`src/rtl/tdm_mux_8x1_if.sv`:
```
// Handshake and serial-slot bundle for the 8:1 TDM multiplexer.
// The slave side is the multiplexer; the master side feeds words and watches slots.
interface tdm_mux_8x1_if;
  logic       in_valid;
  logic [7:0] in_data;
  logic [7:0] in_mask;
  logic       in_ready;
  logic       out_bit;
  logic [2:0] out_sel;
  logic       out_valid;
  logic       frame_start;
  logic       frame_end;
  logic       busy;

  modport slave (
    input  in_valid, in_data, in_mask,
    output in_ready, out_bit, out_sel, out_valid, frame_start, frame_end, busy
  );

  modport master (
    output in_valid, in_data, in_mask,
    input  in_ready, out_bit, out_sel, out_valid, frame_start, frame_end, busy
  );
endinterface

```
`src/rtl/tdm_mux_8x1.sv`:
```
// Sequential 8:1 TDM multiplexer: serialises the enabled bits of a captured word,
// one channel per clock, in ascending or descending channel order.
module tdm_mux_8x1 #(
  parameter bit ASCEND = 1'b1
) (
  input  logic           clk,
  input  logic           rst_n,
  tdm_mux_8x1_if.slave   bus
);

  typedef enum logic {IDLE, SCAN} state_t;

  state_t     state, state_nxt;
  logic [7:0] data_r, data_nxt;
  logic [7:0] mask_r, mask_nxt;
  logic [2:0] sel_r, sel_nxt;
  logic       bit_r, bit_nxt;
  logic       valid_r, valid_nxt;
  logic       fs_r, fs_nxt;
  logic       fe_r, fe_nxt;

  logic [3:0] cur_next;   // {found, channel} of the enabled channel after sel_r
  logic [3:0] cur_after;  // {found, channel} of the one after that
  logic [3:0] new_first;
  logic [3:0] new_after;
  logic       last;
  logic       ready;
  logic       accept;

  // Scan position of a channel: position 0 is scanned first.
  function automatic logic [3:0] pos_of(input logic [2:0] ch);
    return {1'b0, (ASCEND ? ch : 3'd7 - ch)};
  endfunction

  // First enabled channel at scan position >= start; MSB flags a hit.
  function automatic logic [3:0] find_from(input logic [7:0] mask, input logic [3:0] start);
    logic [3:0] res;
    logic [2:0] ch;
    res = '0;
    for (int i = 7; i >= 0; i--) begin
      ch = ASCEND ? 3'(i) : 3'(7 - i);
      if (4'(i) >= start && mask[ch]) res = {1'b1, ch};
    end
    return res;
  endfunction

  // NOTE: every signal assigned in always_comb gets a default first, so no path can infer a latch.
  always_comb begin
    cur_next  = find_from(mask_r, pos_of(sel_r) + 4'd1);
    cur_after = find_from(mask_r, pos_of(cur_next[2:0]) + 4'd1);
    new_first = find_from(bus.in_mask, 4'd0);
    new_after = find_from(bus.in_mask, pos_of(new_first[2:0]) + 4'd1);
    last      = ~cur_next[3];
    ready     = (state == IDLE) || last;
    accept    = bus.in_valid && ready;

    state_nxt = state;
    data_nxt  = data_r;
    mask_nxt  = mask_r;
    sel_nxt   = sel_r;
    bit_nxt   = 1'b0;
    valid_nxt = 1'b0;
    fs_nxt    = 1'b0;
    fe_nxt    = 1'b0;

    if (accept) begin
      data_nxt = bus.in_data;
      mask_nxt = bus.in_mask;
    end

    if (state == SCAN && !last) begin
      state_nxt = SCAN;
      sel_nxt   = cur_next[2:0];
      bit_nxt   = data_r[cur_next[2:0]];
      valid_nxt = 1'b1;
      fe_nxt    = ~cur_after[3];
    end else if (accept && new_first[3]) begin
      // New frame, either from IDLE or back-to-back off the last slot.
      state_nxt = SCAN;
      sel_nxt   = new_first[2:0];
      bit_nxt   = bus.in_data[new_first[2:0]];
      valid_nxt = 1'b1;
      fs_nxt    = 1'b1;
      fe_nxt    = ~new_after[3];
    end else begin
      state_nxt = IDLE;
    end
  end

  // NOTE: sequential state uses non-blocking assignments so every register samples pre-edge values.
  always_ff @(posedge clk or negedge rst_n) begin
    if (!rst_n) begin
      state   <= IDLE;
      data_r  <= '0;
      mask_r  <= '0;
      sel_r   <= '0;
      bit_r   <= 1'b0;
      valid_r <= 1'b0;
      fs_r    <= 1'b0;
      fe_r    <= 1'b0;
    end else begin
      state   <= state_nxt;
      data_r  <= data_nxt;
      mask_r  <= mask_nxt;
      sel_r   <= sel_nxt;
      bit_r   <= bit_nxt;
      valid_r <= valid_nxt;
      fs_r    <= fs_nxt;
      fe_r    <= fe_nxt;
    end
  end

  assign bus.in_ready    = ready;
  assign bus.out_bit     = bit_r;
  assign bus.out_sel     = sel_r;
  assign bus.out_valid   = valid_r;
  assign bus.frame_start = fs_r;
  assign bus.frame_end   = fe_r;
  assign bus.busy        = valid_r;

endmodule
```
`src/flat_wrapper.sv`:
```
// flat-port wrapper written by rule: the top's interface ports become plain ports
module tdm_mux_8x1_flat 
#(
  parameter bit ASCEND = 1'b1
)
  (clk, rst_n, bus_in_valid, bus_in_data, bus_in_mask, bus_in_ready, bus_out_bit, bus_out_sel, bus_out_valid, bus_frame_start, bus_frame_end, bus_busy);
  tdm_mux_8x1_if bus_i ();
  input  logic clk;
  input  logic rst_n;
  input wire logic [$bits(bus_i.in_valid)-1:0] bus_in_valid;
  input wire logic [$bits(bus_i.in_data)-1:0] bus_in_data;
  input wire logic [$bits(bus_i.in_mask)-1:0] bus_in_mask;
  output wire logic [$bits(bus_i.in_ready)-1:0] bus_in_ready;
  output wire logic [$bits(bus_i.out_bit)-1:0] bus_out_bit;
  output wire logic [$bits(bus_i.out_sel)-1:0] bus_out_sel;
  output wire logic [$bits(bus_i.out_valid)-1:0] bus_out_valid;
  output wire logic [$bits(bus_i.frame_start)-1:0] bus_frame_start;
  output wire logic [$bits(bus_i.frame_end)-1:0] bus_frame_end;
  output wire logic [$bits(bus_i.busy)-1:0] bus_busy;
  assign bus_i.in_valid = bus_in_valid;
  assign bus_i.in_data = bus_in_data;
  assign bus_i.in_mask = bus_in_mask;
  assign bus_in_ready = bus_i.in_ready;
  assign bus_out_bit = bus_i.out_bit;
  assign bus_out_sel = bus_i.out_sel;
  assign bus_out_valid = bus_i.out_valid;
  assign bus_frame_start = bus_i.frame_start;
  assign bus_frame_end = bus_i.frame_end;
  assign bus_busy = bus_i.busy;
  tdm_mux_8x1 #(.ASCEND(ASCEND)) u_core (.clk(clk), .rst_n(rst_n), .bus(bus_i));
endmodule
```
`config.mk`:
```
export PLATFORM = sky130hd
export DESIGN_NAME = tdm_mux_8x1_flat
export DESIGN_NICKNAME = d
export VERILOG_FILES = /design/src/rtl/tdm_mux_8x1_if.sv /design/src/rtl/tdm_mux_8x1.sv /design/src/flat_wrapper.sv
export SDC_FILE = /design/constraint.sdc
export NUM_CORES = 1
export LEC_CHECK = 0
export ABC_CLOCK_PERIOD_IN_PS = 3500
export CAP_MARGIN = 25
export CELL_PAD_IN_SITES_DETAIL_PLACEMENT = 1
export CELL_PAD_IN_SITES_GLOBAL_PLACEMENT = 1
export CORE_MARGIN = 3
export CORE_UTILIZATION = 41
export DETAILED_ROUTE_END_ITERATION = 10
export GPL_TIMING_DRIVEN = 0
export PLACE_DENSITY = 0.78
export SYNTH_ARGS = -nofsm -noshare
export SYNTH_HDL_FRONTEND = slang
export SYNTH_SLANG_ARGS = --single-unit
```
`constraint.sdc`:
```
create_clock -name clk -period 3.5 [get_ports clk]
set_input_delay 0.7 -clock clk [delete_from_list [all_inputs] [get_ports clk]]
set_output_delay 0.7 -clock clk [all_outputs]
set_load 0.01 [all_outputs]
```
==> flow_summary.toml <==
[power_and_ir_drop]
ir_drop_v = 0.0005076
p_seq_share_pct = 25.7
leakage_uw = 0.0009594
powerDensity_nw_per_um2 = 984.0
clockPowerShare_pct = 7.6
p_sw_share_pct = 45.70
switchingPower_uw = 967.1
internal_power_uw = 1149
p_comb_share_pct = 66.7

[setup_path]
path_max_fanout = 7
cp-start-kind = "flop"
path_cells = "inv_1 > ha_1 > and2_1 > a211oi_1 > o21ai_1 > o31ai_4 > clkdlybuf4s50_1"
critPathRequiredTime_ns = 2.80
critPathBufInv = 2
endpoint_kind = "output port"
worstSetupPathType = "flop to output port"
slowest_stage = "clkdlybuf4s50_1"
cpPeakStageDelay_ns = 0.59
cp.arrival_ns = 2.63
cp_top_family = "compound AO/OA/AOI/OAI gates"

[timing]
finalHoldViolCount = 0
finalSetupViolCount = 0
finalCritPeriodShare_pct = 95.20
hold_ws_ns = 0.5146
fin_ws_ns = 0.1681
tightestPinTransition_ns = 0.6418
relSlewSlack_pct = 56.82
period_minus_slack_ns = 3.332
slew_viol_final = 0
final.setup_skew_ns = 0.008565
fmax_mhz = 300.1

[routing]
firstDrtPassIters = 4
via_per_inst = 5.992
first_iter_violations = 80
vias = 1570
drc = 0
drt-total-wl_um = 4848
wl_per_cell_um = 18.50
ant_nets = 0

[synth]
synth-seq-cells = 23
syn_area_um2 = 1697
synth-async-reset-ratio_pct = 100.0
synthCells = 181
ys.flop_type = "dfrtp_1"
netlist_top_cells_area = "dfrtp_1 34%, mux2_2 9.3%, ha_1 7.4%"
synth.distinct_cells = 48
postSynthNetCount = 210
synth_most_common_cell = "dfrtp_1"
netlist.top_cell.by_area = "dfrtp_1"
avgSynthCellArea_um2 = 9.374
seq_area_frac_synth_pct = 33.92
yosysWarnings = 0
synthDominantCellAreaShare_pct = 33.92
synth-edff-count = 0
ys_top_cells_by_count = "23 x dfrtp_1, 17 x nor2_1, 14 x mux2_2, 13 x inv_1, 12 x o21ai_0"

[placement]
place_worst_setup_slack_ns = -0.5457
place.gp.congestion = 0.8687
dp_cells = 256
port_buffers = 27
hpwl_um = 3892

[clock_tree]
htree_levels = 1
root_buffer = "clkbuf_8"
numCtsBuffers = 3
path_clk_slew_ns = 0.08
clock_path_buffers = 2
clk_latency_ns = 0.26
clock_sink_count = 23
cts_tree = "yes"
ctsHoldBuffers = 0

[global_routing]
grt_overflow = 0
grt_pass1_vias = 1613
antenna_found_initial = 0
grt.total_usage_pct = 20.36
grt_first_pass_wirelength_um = 7962
grt_max_degree = 24

[floorplanning]
start_util_pct = 44.34
num_io_pins = 28
die_w_um = 70.33
die_h_um = 70.33
die_area_um2 = 4946
row_count = 22
coreArea_um2 = 3826

[layout]
ff_latch_area_um2 = 578.1
fin_cells = 262
nFillCells = 445
multiInputGateArea_um2 = 1066
diodes = 0
drive_gt1_share_pct = 18.22
finalNetCount = 244
area_delta_synth_final_pct = 26.77

[run_status]
outcome = "complete, no violations"

[run]
cap_violations = 0

[worst_hold_path]
hold_class = "flop to flop"
-- cells by family after synthesis --
kind of cell / count (synthesis) / share of synthesized area (%)
XOR/XNOR: 1 / 0.9590
adder cells (fa/ha/maj): 10 / 7.375
flip-flops: 23 / 33.92
AND/OR/NAND/NOR: 60 / 18.07
buffers and inverters: 17 / 4.941
AO/OA/AOI/OAI: 51 / 22.49
multiplexers: 19 / 12.24
-- layer usage --
| layer | wire length [um] | up-vias | track usage [%] |
|---|---|---|---|
| met5 | 0 | - | 0 |
| met4 | 34 | 0 | 5.957 |
| met3 | 156 | 4 | 2.158 |
| met2 | 2458 | 41 | 34.10 |
| met1 | 2199 | 789 | 27.52 |
| li1 | - | 736 | - |
-- power groups by stage --
stage / clock (uW) / combinational (uW) / sequential, uW
2_1_floorplan: 0 / 960 / 519
3_3_place_gp: 0 / 1330 / 535
3_5_place_dp: 0 / 1380 / 546
4_1_cts: 165 / 1420 / 540
5_1_grt: 182 / 1560 / 566
6_report: 161 / 1410 / 544
-- worst register-to-register path: stages (launching register included) --
cell and delay [ns]:
dfrtp_2 0.47, ha_1 0.28, a21boi_4 0.17, a21o_1 0.24, a22o_1 0.22, nand3_1 0.30
inv_1 0.16, ha_1 0.24, nand2b_1 0.09, nand2_1 0.06, nand3_1 0.11, nor2_1 0.05
o31ai_1 0.27, o311ai_0 0.17
-- area by class of cell --
cell class                      count  area share, %
Multi-Input combinational cell    141          49.56
Clock inverter                      1         0.2327
Buffer                              4          1.629
Inverter                           13          2.269
Tap cell                           48          2.792
Clock buffer                        3          1.920
Sequential cell                    23          26.88
Timing Repair Buffer               29          14.72
-- placed cells by master (no fill, tap or decap), types with 2 or more instances in the layout --
master and instances:
nor2_2 2, buf_4 2, dlymetal6s2s_1 5, nor3b_1 2, buf_6 2, nand2b_1 8
clkbuf_8 3, ha_1 10, dfrtp_1 21, inv_1 13, nand2_1 8, a221o_1 3
a211oi_1 4, nor4_1 2, nand3_1 6, nor2_1 15, mux2i_1 5, a21boi_0 3
and2_1 3, a21o_1 2, a21oi_1 6, nor3_1 6, or4_1 3, dfrtp_2 2
clkdlybuf4s50_1 21, o21ai_0 12, mux2_2 14
-- final timing paths --
path | startpoint | endpoint | slack, ns | cells after the start
worst min-delay path | u_core.data_r[5]$_DFFE_PN0P_ | u_core.data_r[5]$_DFFE_PN0P_ | 0.51 | 1
worst min register to register | u_core.data_r[5]$_DFFE_PN0P_ | u_core.data_r[5]$_DFFE_PN0P_ | 0.51 | 1
max in group asynchronous | rst_n | u_core.bus.out_sel[1]$_DFFE_PN0P_ | 2.40 | 2
worst max-delay path | u_core.bus.out_sel[0]$_DFFE_PN0P_ | bus_in_ready | 0.17 | 7
worst max register to register | u_core.bus.out_sel[0]$_DFFE_PN0P_ | u_core.bus.frame_end$_DFF_PN0_ | 0.54 | 13
min in group asynchronous | rst_n | u_core.bus.out_sel[2]$_DFFE_PN0P_ | 0.69 | 1
-- through the flow --
step	instance area [um2]	utilization, %	total power, uW	TNS [ns]
final	2151	56.21	2116	0
after global routing	2151	56.21	2307	-0.02453
after CTS	2100	54.87	2124	0
after detailed placement	2027	52.98	1929	-0.5457
after global placement	2027	52.98	1864	-0.4745
after floorplan	1697	-	1479	0
-- registers in the layout, summed over array words and instances (netlist names) --
register                cells
u_core.data_r               8
u_core.mask_r               8
u_core.bus.frame_end        1
u_core.bus.out_bit          1
u_core.state                1
u_core.bus.frame_start      1
u_core.bus.out_sel          3
-- repair_timing --
item                       in CTS  in global routing
setup endpoints to repair       2                  2
setup buffers                   1                  0
pin swaps                       2                  1
gates resized for setup         6                 10
gates cloned                    0                  0
Note: power is estimated with default switching activity, not from simulation.
